===== src/rtl/mips_ctrl_pkg.sv =====
`default_nettype none
// ============================================================================
//  Module      : mips_ctrl_pkg
//  Description : Opcode/funct constants, ALU codes, FSM states and the
//                control-word struct shared by the MIPS control unit.
//  Revision    : 1.0 - initial release
// ============================================================================
package mips_ctrl_pkg;

    localparam logic [5:0] c_op_rtype = 6'h00;
    localparam logic [5:0] c_op_addi  = 6'h08;
    localparam logic [5:0] c_op_slti  = 6'h0A;
    localparam logic [5:0] c_op_lw    = 6'h23;
    localparam logic [5:0] c_op_sw    = 6'h2B;

    localparam logic [5:0] c_fn_sll   = 6'h00;
    localparam logic [5:0] c_fn_srl   = 6'h02;
    localparam logic [5:0] c_fn_add   = 6'h20;
    localparam logic [5:0] c_fn_sub   = 6'h22;
    localparam logic [5:0] c_fn_and   = 6'h24;
    localparam logic [5:0] c_fn_or    = 6'h25;
    localparam logic [5:0] c_fn_nor   = 6'h27;
    localparam logic [5:0] c_fn_slt   = 6'h2A;

    localparam logic [3:0] c_alu_and  = 4'b0000;
    localparam logic [3:0] c_alu_or   = 4'b0001;
    localparam logic [3:0] c_alu_add  = 4'b0010;
    localparam logic [3:0] c_alu_sub  = 4'b0110;
    localparam logic [3:0] c_alu_slt  = 4'b0111;
    localparam logic [3:0] c_alu_nor  = 4'b1100;
    localparam logic [3:0] c_alu_sll  = 4'b1000;
    localparam logic [3:0] c_alu_srl  = 4'b1001;

    typedef enum logic [2:0] {
        ST_IDLE   = 3'd0,
        ST_DECODE = 3'd1,
        ST_EXEC   = 3'd2,
        ST_MEM    = 3'd3,
        ST_WB     = 3'd4
    } state_t;

    typedef struct packed {
        logic       reg_dst;
        logic       alu_src;
        logic       shamt_sel;
        logic [3:0] alu_control;
        logic       mem_to_reg;
        logic       is_load;
        logic       is_store;
        logic       writes_reg;
        logic       illegal;
    } ctrl_word_t;

endpackage
`default_nettype wire


===== src/rtl/mips_control_unit_if.sv =====
`default_nettype none
// ============================================================================
//  Module      : mips_control_unit_if
//  Description : Fetch handshake and datapath control bundle of the MIPS
//                control unit. master = fetch/datapath side, slave = unit.
//  Revision    : 1.0 - initial release
// ============================================================================
interface mips_control_unit_if;
    logic [31:0] Instr_In;
    logic        Instr_Valid;
    logic        Instr_Ready;
    logic [31:0] Instr_Out;
    logic        Reg_Dst;
    logic        Reg_Write;
    logic        Alu_Src;
    logic        Shamt_Sel;
    logic [3:0]  Alu_Control;
    logic        Mem_Write;
    logic        Mem_Read;
    logic        Mem_To_Reg;
    logic        Done;
    logic        Illegal;

    modport master (
        output Instr_In, Instr_Valid,
        input  Instr_Ready, Instr_Out, Reg_Dst, Reg_Write, Alu_Src, Shamt_Sel,
               Alu_Control, Mem_Write, Mem_Read, Mem_To_Reg, Done, Illegal
    );

    modport slave (
        input  Instr_In, Instr_Valid,
        output Instr_Ready, Instr_Out, Reg_Dst, Reg_Write, Alu_Src, Shamt_Sel,
               Alu_Control, Mem_Write, Mem_Read, Mem_To_Reg, Done, Illegal
    );
endinterface
`default_nettype wire


===== src/rtl/mips_main_decoder.sv =====
`default_nettype none
// ============================================================================
//  Module      : mips_main_decoder
//  Description : Combinational instruction -> control word decode.
//                CTRL_SHIFT_EN enables sll/srl decoding.
//  Revision    : 1.0 - initial release
// ============================================================================
module mips_main_decoder
    import mips_ctrl_pkg::*;
(
    input  logic [31:0] i_instr,
    output ctrl_word_t  o_ctrl
);

    logic [5:0] w_opcode;
    logic [5:0] w_funct;

    assign w_opcode = i_instr[31:26];
    assign w_funct  = i_instr[5:0];

    always_comb begin
        o_ctrl = '0;
        case (w_opcode)
            c_op_rtype: begin
                o_ctrl.reg_dst    = 1'b1;
                o_ctrl.mem_to_reg = 1'b1;
                o_ctrl.writes_reg = 1'b1;
                case (w_funct)
                    c_fn_add: o_ctrl.alu_control = c_alu_add;
                    c_fn_sub: o_ctrl.alu_control = c_alu_sub;
                    c_fn_and: o_ctrl.alu_control = c_alu_and;
                    c_fn_or:  o_ctrl.alu_control = c_alu_or;
                    c_fn_nor: o_ctrl.alu_control = c_alu_nor;
                    c_fn_slt: o_ctrl.alu_control = c_alu_slt;
`ifdef CTRL_SHIFT_EN
                    c_fn_sll: begin
                        o_ctrl.alu_control = c_alu_sll;
                        o_ctrl.shamt_sel   = 1'b1;
                    end
                    c_fn_srl: begin
                        o_ctrl.alu_control = c_alu_srl;
                        o_ctrl.shamt_sel   = 1'b1;
                    end
`endif
                    default: begin
                        o_ctrl         = '0;
                        o_ctrl.illegal = 1'b1;
                    end
                endcase
                // The all-zero word retires as a NOP with no register write
                if (i_instr == 32'h0) begin
                    o_ctrl = '0;
                end
            end
            c_op_addi: begin
                o_ctrl.alu_control = c_alu_add;
                o_ctrl.alu_src     = 1'b1;
                o_ctrl.mem_to_reg  = 1'b1;
                o_ctrl.writes_reg  = 1'b1;
            end
            c_op_slti: begin
                o_ctrl.alu_control = c_alu_slt;
                o_ctrl.alu_src     = 1'b1;
                o_ctrl.mem_to_reg  = 1'b1;
                o_ctrl.writes_reg  = 1'b1;
            end
            c_op_lw: begin
                o_ctrl.alu_control = c_alu_add;
                o_ctrl.alu_src     = 1'b1;
                o_ctrl.is_load     = 1'b1;
                o_ctrl.writes_reg  = 1'b1;
            end
            c_op_sw: begin
                o_ctrl.alu_control = c_alu_add;
                o_ctrl.alu_src     = 1'b1;
                o_ctrl.is_store    = 1'b1;
            end
            default: begin
                o_ctrl.illegal = 1'b1;
            end
        endcase
    end

endmodule
`default_nettype wire


===== src/rtl/mips_control_unit.sv =====
`default_nettype none
// ============================================================================
//  Module      : mips_control_unit
//  Description : Multi-cycle MIPS control FSM (IDLE/DECODE/EXEC/MEM/WB).
//                CTRL_SHIFT_EN (in mips_main_decoder) enables sll/srl.
//  Revision    : 1.0 - initial release
// ============================================================================
module mips_control_unit
    import mips_ctrl_pkg::*;
#(
    parameter int unsigned MEM_WAIT = 0
)
(
    input  logic                clk,
    input  logic                rst,
    mips_control_unit_if.slave  bus
);

    localparam logic [3:0] c_mem_last = 4'(MEM_WAIT);

    state_t     r_state;
    state_t     w_next;
    logic [31:0] r_instr;
    ctrl_word_t w_dec;
    ctrl_word_t r_ctrl;
    logic [3:0] r_mem_cnt;
    logic       w_mem_last;

    logic w_ready;
    logic w_reg_write;
    logic w_mem_write;
    logic w_mem_read;
    logic w_done;
    logic w_illegal;
    logic w_sel_en;

    mips_main_decoder u_decoder (
        .i_instr (r_instr),
        .o_ctrl  (w_dec)
    );

    assign w_mem_last = (r_mem_cnt == c_mem_last);

    always_ff @(posedge clk) begin
        if (rst) begin
            r_state   <= ST_IDLE;
            r_instr   <= 32'h0;
            r_ctrl    <= '0;
            r_mem_cnt <= 4'd0;
        end else begin
            r_state <= w_next;
            if (r_state == ST_IDLE && bus.Instr_Valid) begin
                r_instr <= bus.Instr_In;
            end
            if (r_state == ST_DECODE) begin
                r_ctrl <= w_dec;
            end
            // Counter runs only while in MEM and restarts from zero on entry
            if (r_state == ST_MEM) begin
                r_mem_cnt <= r_mem_cnt + 4'd1;
            end else begin
                r_mem_cnt <= 4'd0;
            end
        end
    end

    always_comb begin
        w_next      = r_state;
        w_ready     = 1'b0;
        w_reg_write = 1'b0;
        w_mem_write = 1'b0;
        w_mem_read  = 1'b0;
        w_done      = 1'b0;
        w_illegal   = 1'b0;
        w_sel_en    = 1'b0;
        case (r_state)
            ST_IDLE: begin
                w_ready = 1'b1;
                if (bus.Instr_Valid) begin
                    w_next = ST_DECODE;
                end
            end
            ST_DECODE: begin
                if (w_dec.illegal) begin
                    w_illegal = 1'b1;
                    w_next    = ST_IDLE;
                end else begin
                    w_next = ST_EXEC;
                end
            end
            ST_EXEC: begin
                w_sel_en = 1'b1;
                if (r_ctrl.illegal) begin
                    w_next = ST_IDLE;
                end else if (r_ctrl.is_load || r_ctrl.is_store) begin
                    w_next = ST_MEM;
                end else begin
                    w_next = ST_WB;
                end
            end
            ST_MEM: begin
                w_sel_en   = 1'b1;
                w_mem_read = r_ctrl.is_load;
                if (w_mem_last) begin
                    if (r_ctrl.is_store) begin
                        w_mem_write = 1'b1;
                        w_done      = 1'b1;
                        w_next      = ST_IDLE;
                    end else begin
                        w_next = ST_WB;
                    end
                end
            end
            ST_WB: begin
                w_sel_en    = 1'b1;
                w_reg_write = r_ctrl.writes_reg;
                w_mem_read  = r_ctrl.is_load;
                w_done      = 1'b1;
                w_next      = ST_IDLE;
            end
            default: begin
                w_next = ST_IDLE;
            end
        endcase
        // Reset silences every output in the same cycle it is asserted
        if (rst) begin
            w_ready     = 1'b0;
            w_reg_write = 1'b0;
            w_mem_write = 1'b0;
            w_mem_read  = 1'b0;
            w_done      = 1'b0;
            w_illegal   = 1'b0;
            w_sel_en    = 1'b0;
        end
    end

    assign bus.Instr_Ready = w_ready;
    assign bus.Instr_Out   = r_instr;
    assign bus.Reg_Write   = w_reg_write;
    assign bus.Mem_Write   = w_mem_write;
    assign bus.Mem_Read    = w_mem_read;
    assign bus.Done        = w_done;
    assign bus.Illegal     = w_illegal;
    assign bus.Reg_Dst     = w_sel_en & r_ctrl.reg_dst;
    assign bus.Alu_Src     = w_sel_en & r_ctrl.alu_src;
    assign bus.Shamt_Sel   = w_sel_en & r_ctrl.shamt_sel;
    assign bus.Alu_Control = w_sel_en ? r_ctrl.alu_control : 4'b0000;
    assign bus.Mem_To_Reg  = w_sel_en & r_ctrl.mem_to_reg;

endmodule
`default_nettype wire


===== src/flat_wrapper.sv =====
// flat-port wrapper written by rule: the top's interface ports become plain ports
module mips_control_unit_flat import mips_ctrl_pkg::*;
#(
    parameter int unsigned MEM_WAIT = 0
)
  (clk, rst, bus_Instr_In, bus_Instr_Valid, bus_Instr_Ready, bus_Instr_Out, bus_Reg_Dst, bus_Reg_Write, bus_Alu_Src, bus_Shamt_Sel, bus_Alu_Control, bus_Mem_Write, bus_Mem_Read, bus_Mem_To_Reg, bus_Done, bus_Illegal);
  mips_control_unit_if bus_i ();
  input  logic clk;
  input  logic rst;
  input wire logic [$bits(bus_i.Instr_In)-1:0] bus_Instr_In;
  input wire logic [$bits(bus_i.Instr_Valid)-1:0] bus_Instr_Valid;
  output wire logic [$bits(bus_i.Instr_Ready)-1:0] bus_Instr_Ready;
  output wire logic [$bits(bus_i.Instr_Out)-1:0] bus_Instr_Out;
  output wire logic [$bits(bus_i.Reg_Dst)-1:0] bus_Reg_Dst;
  output wire logic [$bits(bus_i.Reg_Write)-1:0] bus_Reg_Write;
  output wire logic [$bits(bus_i.Alu_Src)-1:0] bus_Alu_Src;
  output wire logic [$bits(bus_i.Shamt_Sel)-1:0] bus_Shamt_Sel;
  output wire logic [$bits(bus_i.Alu_Control)-1:0] bus_Alu_Control;
  output wire logic [$bits(bus_i.Mem_Write)-1:0] bus_Mem_Write;
  output wire logic [$bits(bus_i.Mem_Read)-1:0] bus_Mem_Read;
  output wire logic [$bits(bus_i.Mem_To_Reg)-1:0] bus_Mem_To_Reg;
  output wire logic [$bits(bus_i.Done)-1:0] bus_Done;
  output wire logic [$bits(bus_i.Illegal)-1:0] bus_Illegal;
  assign bus_i.Instr_In = bus_Instr_In;
  assign bus_i.Instr_Valid = bus_Instr_Valid;
  assign bus_Instr_Ready = bus_i.Instr_Ready;
  assign bus_Instr_Out = bus_i.Instr_Out;
  assign bus_Reg_Dst = bus_i.Reg_Dst;
  assign bus_Reg_Write = bus_i.Reg_Write;
  assign bus_Alu_Src = bus_i.Alu_Src;
  assign bus_Shamt_Sel = bus_i.Shamt_Sel;
  assign bus_Alu_Control = bus_i.Alu_Control;
  assign bus_Mem_Write = bus_i.Mem_Write;
  assign bus_Mem_Read = bus_i.Mem_Read;
  assign bus_Mem_To_Reg = bus_i.Mem_To_Reg;
  assign bus_Done = bus_i.Done;
  assign bus_Illegal = bus_i.Illegal;
  mips_control_unit #(.MEM_WAIT(MEM_WAIT)) u_core (.clk(clk), .rst(rst), .bus(bus_i));
endmodule

===== config.mk =====
export PLATFORM = sky130hd
export DESIGN_NAME = mips_control_unit_flat
export DESIGN_NICKNAME = d
export VERILOG_FILES = /design/src/rtl/mips_ctrl_pkg.sv /design/src/rtl/mips_control_unit_if.sv /design/src/rtl/mips_main_decoder.sv /design/src/rtl/mips_control_unit.sv /design/src/flat_wrapper.sv
export SDC_FILE = /design/constraint.sdc
export NUM_CORES = 1
export LEC_CHECK = 0
export CELL_PAD_IN_SITES_DETAIL_PLACEMENT = 1
export CELL_PAD_IN_SITES_GLOBAL_PLACEMENT = 1
export CORE_MARGIN = 2
export CORE_UTILIZATION = 34
export CTS_CLUSTER_DIAMETER = 60
export DETAILED_ROUTE_END_ITERATION = 12
export PLACE_DENSITY_LB_ADDON = 0.25
export REMOVE_ABC_BUFFERS = 1
export SYNTH_ARGS = -nofsm -noshare
export SYNTH_HDL_FRONTEND = slang
export SYNTH_HIERARCHICAL = 1
export SYNTH_SLANG_ARGS = --single-unit

===== constraint.sdc =====
create_clock -name clk -period 2.9 [get_ports clk]
set_input_delay 0.435 -clock clk [delete_from_list [all_inputs] [get_ports clk]]
set_output_delay 0.435 -clock clk [all_outputs]
set_load 0.1 [all_outputs]

==> results_dict.tcl <==
set metrics [dict create \
    die_area_sq_um 7376 \
    netlist_area_sq_um 2280 \
    dp_cells 427 \
    power_density_nw_per_um2 568.0 \
    slowest_delay_ns 0.46 \
    grt_pass1_wl_mm 10.64 \
    path_depth 6 \
    yosysTopAreaCellShare_pct 44.79 \
    hold_viol_final 0 \
    hold_path_class "register to register" \
    clk_pin_slew_ns 0.09 \
    rr_endpoint "u_core/r_ctrl[1]$_SDFFE_PP0N_" \
    die_h_um 85.89 \
    die_w_um 85.89 \
    htreeDepth 2 \
    cts_setup_buffers 0 \
    path_cells "and3b_1 -> a22oi_1 -> o211ai_1 -> o21ai_0 -> and3_1 -> buf_12" \
    cts_made_buffers 5 \
    failed_checks "DRC" \
    cp_num_buf_inv 1 \
    synth.ff_latch_count 51 \
    antenna_cells 0 \
    grt_usage_pct 17.92 \
    seq_area_frac_synth_pct 44.79 \
    initial_core_util_pct 35.50 \
    timing.hold.ws_ns 0.4809 \
    cp-startpoint "u_core/bus.Instr_Out[3]$_SDFFE_PP0P_" \
    outcome "finished, violations left" \
    fmaxAchievable_mhz 392.9 \
    endpoint_kind "output pin" \
    synth_edf_count 0 \
    rsz0062_at_grt "false" \
    regToRegStartpoint "u_core/bus.Instr_Out[1]$_SDFFE_PP0P_" \
    nNetsFinal 394 \
    critical-path-top-delay-family "compound AO/OA/AOI/OAI gates" \
    critPathArrivalTime_ns 2.11 \
    slew_viol_final 0 \
    setup_viol_count_final 0 \
    drt-initial-drc-count 89 \
    ir_drop_mv 0.2677 \
    area_growth_pct 44.13 \
    ant_nets 0 \
    vias 2163 \
    synthFlopType "dfxtp_1" \
    required_ns 2.47 \
    drive_gt1_share_pct 18.72 \
    finClkSkew_ns 0.007212 \
    maxCapViolCount 0 \
    dr.pass1.iters 9 \
    worst_setup_path_start_kind "register" \
    finalNonFillerCells 435 \
    reg2reg_depth 6 \
    viasPerCell 4.972 \
    overflow 0 \
    route.detailed.drc 6 \
    synthArstFlopShare_pct 0 \
    p_leak_nw 1.319 \
    grt_pass1_vias 2213 \
    place_congestion 0.8526 \
    netlist_top_cells_count "nand2_1 (71), dfxtp_1 (51), a21oi_1 (33), nor2_1 (27), mux2i_1 (13)" \
    dp_hpwl_mm 4.599 \
    netlist_instances 283 \
    synth_area_leaders "dfxtp_1 (45%), nand2_1 (12%), a21oi_1 (7.2%)" \
    synth.most_common_cell "nand2_1" \
    cts_buffer_depth 2 \
    post_cts_resized 0 \
    io_pins 81 \
    synth_top_area_cell "dfxtp_1" \
    clock-sinks 51 \
    finalWirelength_mm 6.256 \
    insertion_delay_ns 0.30 \
    grt_start_max_net_pins 34 \
    final.setup.tns_ns 0 \
    holdBufCountCts 0 \
    antenna_found_initial 0 \
    cp_slowest_cell "dfxtp_1" \
    path_max_fanout 8 \
    syn_avg_cell_area_sq_um 8.055 \
    crit_type "register to output pin" \
    fin_crit_ns 2.545 \
    cts_tree "done" \
    wl_per_cell_um 14.38 \
    core_area_sq_um 6422 \
    io_buffer_count 80 \
    rows 29 \
    r2r_slack_ns 1.10 \
    ys_types 44 \
    cp-endpoint "bus_Illegal" \
    fin_crit_sh_pct 87.77 \
    clockRootBuffer "clkbuf_8" \
    yosysWarnings 6 \
]
==> worst register-to-register path, delay by kind of cell, from the launching register on <==
kind	cells	cell delay, ns
compound gates	1	0.15
flops	1	0.52
mux	2	0.33
simple gates	3	0.73
==> flip-flops by register name, indices dropped and copies added, names as in the netlist <==
register and flops:
u_core/r_state 3, u_core/r_mem_cnt 4, u_core/bus.Instr_Out 32, u_core/r_ctrl 12
==> cells by family after synthesis <==
kind of cell / after synthesis / synth area share (%)
AND/OR/NAND/NOR: 140 / 30.52
flip-flops: 51 / 44.79
AO/OA/AOI/OAI: 49 / 11.80
buffers and inverters: 25 / 5.159
multiplexers: 13 / 5.708
adder cells (fa/ha/maj): 2 / 1.098
XOR/XNOR: 2 / 0.7685
other: 1 / 0.1645
==> area by class of cell <==
type,instances,area [sq um]
Tap cell,77,96.34
Clock buffer,5,68.82
Inverter,7,26.28
Multi-Input combinational cell,207,1150
Sequential cell,51,1021
Fill cell,774,3137
Clock inverter,3,67.56
Timing Repair Buffer,85,855.8
==> where the power goes <==
part	internal, mW	switching (mW)	total (mW)
Clock	0.344	0.240	0.584
Sequential	0.736	0.0432	0.779
Combinational	0.145	0.358	0.503
Total	1.23	0.640	1.87
==> metal layers <==
metal  GRT usage [%]  wire length, um  vias to the layer above
met1           22.58             2873                     1003
met4           4.473               51                        0
met3           6.545              468                        4
met5               0                0                        -
li1                -                -                     1098
met2           29.11             2863                       58
==> through the flow <==
step | util (%) | power (mW) | setup slack [ns] | cell area, sq um
after detailed placement | 49.04 | 1.301 | 0.6982 | 3149
after global routing | 51.16 | 1.941 | 0.1756 | 3286
after CTS | 51.16 | 1.889 | 0.3467 | 3286
after floorplan | - | 1.138 | -0.8399 | 2188
final | 51.16 | 1.866 | 0.3547 | 3286
after global placement | 49.04 | 1.293 | 0.7577 | 3149
==> cell usage in the layout, fill, tap and decap left out, types with 3 or more instances in the layout <==
| cell type | count |
|---|---|
| clkbuf_8 | 5 |
| nor4_1 | 7 |
| buf_12 | 11 |
| nor2_1 | 27 |
| nand2_1 | 71 |
| nand3_1 | 4 |
| buf_4 | 40 |
| and2_1 | 8 |
| inv_1 | 7 |
| mux2i_1 | 13 |
| a21oi_1 | 33 |
| o21ai_1 | 3 |
| o21ai_0 | 5 |
| dfxtp_1 | 51 |
| nor3b_1 | 3 |
| clkdlybuf4s50_1 | 33 |
==> how the worst min path moves through the flow <==
stage	start	endpoint	slack [ns]	cells after the start
2_1_floorplan	u_core/r_mem_cnt[0]$_SDFF_PP0_	u_core/r_mem_cnt[0]$_SDFF_PP0_	0.43	1
3_3_place_gp	u_core/r_mem_cnt[0]$_SDFF_PP0_	u_core/r_mem_cnt[0]$_SDFF_PP0_	0.45	1
3_5_place_dp	u_core/r_mem_cnt[0]$_SDFF_PP0_	u_core/r_mem_cnt[0]$_SDFF_PP0_	0.46	1
4_1_cts	u_core/r_mem_cnt[0]$_SDFF_PP0_	u_core/r_mem_cnt[0]$_SDFF_PP0_	0.48	1
5_1_grt	u_core/r_mem_cnt[0]$_SDFF_PP0_	u_core/r_mem_cnt[0]$_SDFF_PP0_	0.50	1
6_report	u_core/r_mem_cnt[0]$_SDFF_PP0_	u_core/r_mem_cnt[0]$_SDFF_PP0_	0.48	1
Note: power is estimated with default switching activity, not from simulation.
